File: src/rtl/fetch_sequencer.sv
`default_nettype none
// ============================================================================
//  Module      : fetch_sequencer
//  Description : Instruction-fetch stage controller.
//                - Brings up the fetch stage: halt, i-cache clear, streaming
//                  program load.
//                - Shares the i-cache write port between the load stream and
//                  a debug writer; the load stream has priority.
//                - In run mode, turns execute-stage branch requests into a
//                  timed flush-then-redirect sequence.
//  Revision    : 1.0 - initial release
// ----------------------------------------------------------------------------
//  Optional feature macro : FETCH_SEQ_DBG_WRITE_EN
//    defined   -> debug write port is active
//    undefined -> dbgWriteReady_o tied 0, debug inputs ignored
// ----------------------------------------------------------------------------
//  Ports
//    clock_i            in   system clock, all logic on posedge
//    reset_i            in   synchronous active-high reset
//    start_i            in   request program (re)load (IDLE and RUN only)
//    loadValid_i        in   load-stream beat valid
//    loadLast_i         in   final bundle of the load stream
//    loadData_i         in   load-stream bundle
//    loadReady_o        out  load-stream ready (combinational)
//    dbgWriteValid_i    in   debug write request
//    dbgWriteAddress_i  in   debug write address
//    dbgWriteData_i     in   debug write bundle
//    dbgWriteReady_o    out  debug write grant (combinational)
//    branchReq_i        in   branch request from execute
//    branchOffset_i     in   branch offset
//    branchDirection_i  in   0 = backward, 1 = forward
//    branchAck_o        out  one-cycle pulse, request captured
//    halt_o             out  fetch halt
//    fetchReset_o       out  fetch reset
//    writeEnable_o      out  i-cache write enable
//    writeAddress_o     out  i-cache write address
//    instruction_o      out  i-cache write data
//    flushBack_o        out  fetch flush
//    shouldBranch_o     out  fetch branch strobe
//    branchOffset_o     out  held redirect offset
//    branchDirection_o  out  held redirect direction
//    running_o          out  high in RUN only
// ============================================================================
module fetch_sequencer #(
  parameter int ADDR_WIDTH   = 16,
  parameter int INSTR_WIDTH  = 60,
  parameter int LOAD_WORDS   = 256,
  parameter int FLUSH_CYCLES = 3    // legal range 1..15
) (
  input  logic                   clock_i,
  input  logic                   reset_i,
  input  logic                   start_i,
  input  logic                   loadValid_i,
  input  logic                   loadLast_i,
  input  logic [INSTR_WIDTH-1:0] loadData_i,
  output logic                   loadReady_o,
  input  logic                   dbgWriteValid_i,
  input  logic [ADDR_WIDTH-1:0]  dbgWriteAddress_i,
  input  logic [INSTR_WIDTH-1:0] dbgWriteData_i,
  output logic                   dbgWriteReady_o,
  input  logic                   branchReq_i,
  input  logic [ADDR_WIDTH-1:0]  branchOffset_i,
  input  logic                   branchDirection_i,
  output logic                   branchAck_o,
  output logic                   halt_o,
  output logic                   fetchReset_o,
  output logic                   writeEnable_o,
  output logic [ADDR_WIDTH-1:0]  writeAddress_o,
  output logic [INSTR_WIDTH-1:0] instruction_o,
  output logic                   flushBack_o,
  output logic                   shouldBranch_o,
  output logic [ADDR_WIDTH-1:0]  branchOffset_o,
  output logic                   branchDirection_o,
  output logic                   running_o
);

  // Counter is one bit wider than strictly needed so it can never wrap
  // even if it counts past the last legal word.
  localparam int c_cnt_width = $clog2(LOAD_WORDS + 1);
  localparam logic [c_cnt_width-1:0] c_last_word = c_cnt_width'(LOAD_WORDS - 1);
  localparam logic [3:0] c_flush_load = 4'(FLUSH_CYCLES - 1);

  typedef enum logic [2:0] {
    S_IDLE   = 3'd0,
    S_CLEAR  = 3'd1,
    S_LOAD   = 3'd2,
    S_DRAIN  = 3'd3,
    S_RUN    = 3'd4,
    S_FLUSH  = 3'd5,
    S_BRANCH = 3'd6
  } state_t;

  state_t                 r_state;
  state_t                 w_next_state;
  logic [c_cnt_width-1:0] r_load_count;
  logic [3:0]             r_flush_count;
  logic                   w_load_fire;
  logic                   w_dbg_fire;
  logic                   w_branch_take;

  // --------------------------------------------------------------------------
  // State register
  // --------------------------------------------------------------------------
  always_ff @(posedge clock_i) begin
    if (reset_i) begin
      r_state <= S_IDLE;
    end else begin
      r_state <= w_next_state;
    end
  end

  // --------------------------------------------------------------------------
  // Next state and combinational handshakes
  // --------------------------------------------------------------------------
  always_comb begin
    w_next_state    = r_state;
    loadReady_o     = 1'b0;
    dbgWriteReady_o = 1'b0;
    w_branch_take   = 1'b0;

    if (r_state == S_LOAD) begin
      loadReady_o = 1'b1;
    end

`ifdef FETCH_SEQ_DBG_WRITE_EN
    // In IDLE the grant is withheld while start_i is high: the granted write
    // would otherwise land during the CLEAR cycle together with fetchReset_o.
    if (r_state == S_IDLE) begin
      dbgWriteReady_o = !start_i;
    end else if (r_state == S_LOAD) begin
      dbgWriteReady_o = !loadValid_i;
    end
`endif

    w_load_fire = loadValid_i && loadReady_o;

    case (r_state)
      S_IDLE: begin
        if (start_i) begin
          w_next_state = S_CLEAR;
        end
      end
      S_CLEAR: begin
        w_next_state = S_LOAD;
      end
      S_LOAD: begin
        if (w_load_fire && (loadLast_i || (r_load_count == c_last_word))) begin
          w_next_state = S_DRAIN;
        end
      end
      S_DRAIN: begin
        w_next_state = S_RUN;
      end
      S_RUN: begin
        if (start_i) begin
          w_next_state = S_CLEAR;
        end else if (branchReq_i) begin
          w_branch_take = 1'b1;
          w_next_state  = S_FLUSH;
        end
      end
      S_FLUSH: begin
        if (r_flush_count == 4'd0) begin
          w_next_state = S_BRANCH;
        end
      end
      S_BRANCH: begin
        w_next_state = S_RUN;
      end
      default: begin
        w_next_state = S_IDLE;
      end
    endcase
  end

`ifdef FETCH_SEQ_DBG_WRITE_EN
  assign w_dbg_fire = dbgWriteValid_i && dbgWriteReady_o;
`else
  assign w_dbg_fire = 1'b0;
  logic w_dbg_unused;
  assign w_dbg_unused = &{1'b0, dbgWriteValid_i, dbgWriteAddress_i, dbgWriteData_i};
`endif

  // --------------------------------------------------------------------------
  // Registered outputs. Control outputs are decoded from the next state so
  // that they are aligned with the state the controller is in.
  // --------------------------------------------------------------------------
  always_ff @(posedge clock_i) begin
    if (reset_i) begin
      halt_o            <= 1'b1;
      fetchReset_o      <= 1'b0;
      writeEnable_o     <= 1'b0;
      writeAddress_o    <= '0;
      instruction_o     <= '0;
      flushBack_o       <= 1'b0;
      shouldBranch_o    <= 1'b0;
      branchOffset_o    <= '0;
      branchDirection_o <= 1'b0;
      branchAck_o       <= 1'b0;
      running_o         <= 1'b0;
      r_load_count      <= '0;
      r_flush_count     <= 4'd0;
    end else begin
      halt_o         <= (w_next_state == S_IDLE)  || (w_next_state == S_CLEAR) ||
                        (w_next_state == S_LOAD)  || (w_next_state == S_DRAIN);
      fetchReset_o   <= (w_next_state == S_CLEAR);
      running_o      <= (w_next_state == S_RUN);
      flushBack_o    <= (w_next_state == S_FLUSH);
      shouldBranch_o <= (w_next_state == S_BRANCH);
      branchAck_o    <= w_branch_take;

      if (w_branch_take) begin
        branchOffset_o    <= branchOffset_i;
        branchDirection_o <= branchDirection_i;
      end

      // Load and debug grants are mutually exclusive, so at most one fires.
      writeEnable_o <= w_load_fire || w_dbg_fire;
      if (w_load_fire) begin
        writeAddress_o <= ADDR_WIDTH'(r_load_count);
        instruction_o  <= loadData_i;
      end else if (w_dbg_fire) begin
        writeAddress_o <= dbgWriteAddress_i;
        instruction_o  <= dbgWriteData_i;
      end

      if (r_state == S_CLEAR) begin
        r_load_count <= '0;
      end else if (w_load_fire) begin
        r_load_count <= r_load_count + c_cnt_width'(1);
      end

      if (w_branch_take) begin
        r_flush_count <= c_flush_load;
      end else if ((r_state == S_FLUSH) && (r_flush_count != 4'd0)) begin
        r_flush_count <= r_flush_count - 4'd1;
      end
    end
  end

endmodule
`default_nettype wire

File: config.mk
export PLATFORM = sky130hd
export DESIGN_NAME = fetch_sequencer
export DESIGN_NICKNAME = d
export VERILOG_FILES = /design/src/rtl/fetch_sequencer.sv
export SDC_FILE = /design/constraint.sdc
export NUM_CORES = 1
export LEC_CHECK = 0
export BUFFER_PORTS_ARGS = -buffer_cell sky130_fd_sc_hd__buf_2
export CORE_AREA = 2 2 101 103
export DETAILED_ROUTE_END_ITERATION = 12
export DIE_AREA = 0 0 103 105
export PLACE_DENSITY = 0.79
export SLEW_MARGIN = 5
export SYNTH_ARGS = -nofsm -noshare
export SYNTH_HDL_FRONTEND = slang
export SYNTH_SLANG_ARGS = --single-unit
File: constraint.sdc
create_clock -name clock_i -period 5.8 [get_ports clock_i]
set_input_delay 0.87 -clock clock_i [delete_from_list [all_inputs] [get_ports clock_i]]
set_output_delay 0.87 -clock clock_i [all_outputs]
set_load 0.01 [all_outputs]
==> metrics.yaml <==
status: "complete, no violations"
cts_resized: 0
fin_tns_setup_ns: 0
fillers: 920
use_met3_pct: 3.88
dpl_cell_area_sq_um: 4890
seq_area_frac_synth_pct: 54.1
crit_buf_inv: 0
gp_congestion: 0.778
syn_area_per_cell_sq_um: 8.67
area_growth_pct: 26.1
drv_slew: 0
cp_slowest_cell: "and4bb_4"
worst_slew_pin_slew_ns: 0.874
worstPathCellList: "and4bb_4, a222oi_1, nor4b_1"
critical_path.top_delay_family: "simple AND/OR/NAND/NOR gates"
top_usage_layer: "met2"
syn_area_sq_um: 4030
grt_setup_unrepaired: "false"
finalHoldViolations: 0
p_per_area_nw_per_um2: 285
numPortBuffers: 176
ys_types: 45
gr-usage-met2_pct: 28.8
path_clk_slew_ns: 0.10
boundaryPins: 262
via_count: 3678
yosysWarnings: 0
crit_fanout: 74
rows: 36
routed_via_density: 4.85
drive_above_1_share_pct: 31.5
die_w_microns: 103
route.detailed.drc: 0
grt.overflow.total: 0
required_ns: 6.07
core_area_sq_um: 9640
yosysTopAreaCell: "dfxtp_1"
power_leakage_nw: 2.25
postCtsSetupRepairBufs: 0
numCtsBuffers: 9
place_inst: 742
ff2ff_path_depth: 3
initial_core_util_pct: 41.8
min_to: "instruction_o[39]"
r2r_end: "flushBack_o"
power.total_mw: 1.45
min_period_ns: 2.28
gr-usage-met1_pct: 19.6
max_clock_freq_ghz: 0.439
grt_start_max_net_pins: 80
finalSetupViolCount: 0
wl_per_cell_microns: 12.1
yosysMostFrequentCell: "nand2_1"
synth_seq_cells: 109
num_antenna_cells: 0
reg2reg_slack_ns: 3.52
worstHoldStart: "instruction_o[39]"
first_iter_violations: 122
antenna_found_initial: 0
drv_cap: 0
synth_edf_count: 0
crit_arrival_ns: 2.55
track_usage_pct: 16.8
startpoint_type: "register"
fin_nets: 783
clk_latency_ns: 0.36
ctsRootBufferMaster: "clkbuf_8"
hold_depth: 2
ant_nets: 0
end_kind: "register"
grt_pass1_wl_microns: 14700
die_area_sq_um: 10800
critPathKind: "reg -> reg"
ctsHoldBuffers: 0
post-route-period-util_pct: 39.3
dp_hpwl_microns: 6250
final_cell_area_sq_um: 5080
synthArstFlopShare_pct: 0
fin_cells: 758
tritoncts: "yes"
worstReg2RegStart: "r_state[1]"
max-vdd-ir-drop_mv: 0.146
synth.area.top_cells: "dfxtp_1 54%, nand2_1 13%, a21oi_1 10%, a22o_1 3.7%, buf_2 1.5%"
critPathLaunch: "r_state[1]"
chipHeight_microns: 105
slew_headroom_pct: 41.7
yosys.area.top_type_share_pct: 54.1
grt_pass1_vias: 3343
synth_flop_cell: "dfxtp_1"
h-tree-depth: 3
clk_path_buf_depth: 2
synth_common_cells: "142 x nand2_1, 109 x dfxtp_1, 81 x a21oi_1"
detail_route.first_pass.iterations: 4
routed_wirelength_microns: 9140
hold_class: "reg -> reg"
max_stage_delay_ns: 0.89
synthCells: 465
skew_ns: 0.0102
cts_sinks: 109
-- tightest hold or removal path, delay by kind of cell, from the launching register on --
family	cells	cell delay (ns)
compound gates	1	0.05
simple gates	1	0.05
flops	1	0.32
-- placed cells by master (no fill, tap or decap), types with 4 or more instances in the layout --
master    count
or3_1         4
nand3_1       5
nor2_1        9
nand2_1     142
o21ai_0       7
buf_2       176
or4_1         4
inv_1         6
clkbuf_8     10
a21oi_1      81
dfxtp_1     109
a22o_1       17
conb_1        8
-- how the worst max path moves through the flow --
stage | end | slack [ns] | depth (start not counted)
finish | flushBack_o | 3.52 | 3
global placement | flushBack_o | 3.20 | 4
CTS | flushBack_o | 3.48 | 3
detailed placement | flushBack_o | 3.12 | 4
floorplan | branchOffset_o[10] | 3.90 | 5
global route | flushBack_o | 3.27 | 3
-- metal layers --
layer / vias to the layer above / routed length, microns
met5: - / 0
met3: 15 / 622
met2: 128 / 4500
met1: 1689 / 3850
met4: 0 / 167
li1: 1846 / -
-- sequential cells by signal (all words and copies together) (netlist names) --
signal,count
branchOffset_o,16
halt_o,1
r_state,3
branchDirection_o,1
r_flush_count,4
running_o,1
flushBack_o,1
shouldBranch_o,1
fetchReset_o,1
instruction_o,60
branchAck_o,1
writeEnable_o,1
r_load_count,9
writeAddress_o,9
-- cell type report --
| class | instances | area (sq um) | share of cell area, % |
|---|---|---|---|
| Sequential cell | 109 | 2180 | 42.9 |
| Multi-Input combinational cell | 316 | 1620 | 31.9 |
| Tap cell | 133 | 166 | 3.27 |
| Clock inverter | 3 | 45.0 | 0.886 |
| Clock buffer | 13 | 149 | 2.93 |
| Timing Repair Buffer | 178 | 896 | 17.6 |
| Inverter | 6 | 22.5 | 0.443 |
-- cells by family (layout without fill, tap and decap cells) --
logic type | Yosys count | in the layout | synth area share [%]
and+or+nand+nor | 186 | 186 | 21.2
other | 1 | 8 | 0.0930
xor gates and xnor gates | 2 | 2 | 0.435
buffers and inverters | 47 | 200 | 6.24
AOI/OAI and AO/OA | 117 | 117 | 17.0
DFF | 109 | 109 | 54.1
adders and majority gates | 3 | 3 | 0.931
-- per-stage QoR --
stage	hold slack, ns	setup WS (ns)	util [%]
after floorplan	0.445	3.90	-
after global placement	0.438	3.20	50.7
after detailed placement	0.444	3.12	50.7
after CTS	0.457	3.48	52.7
after global routing	0.479	3.27	52.7
final	0.455	3.52	52.7
-- power by group --
group	internal (mW)	leakage [nW]	switching (mW)
Combinational	0.0780	1.28	0.112
Sequential	0.781	0.882	0.0221
Clock	0.212	0.0899	0.241
No activity file was read; power rests on OpenSTA's default activity.
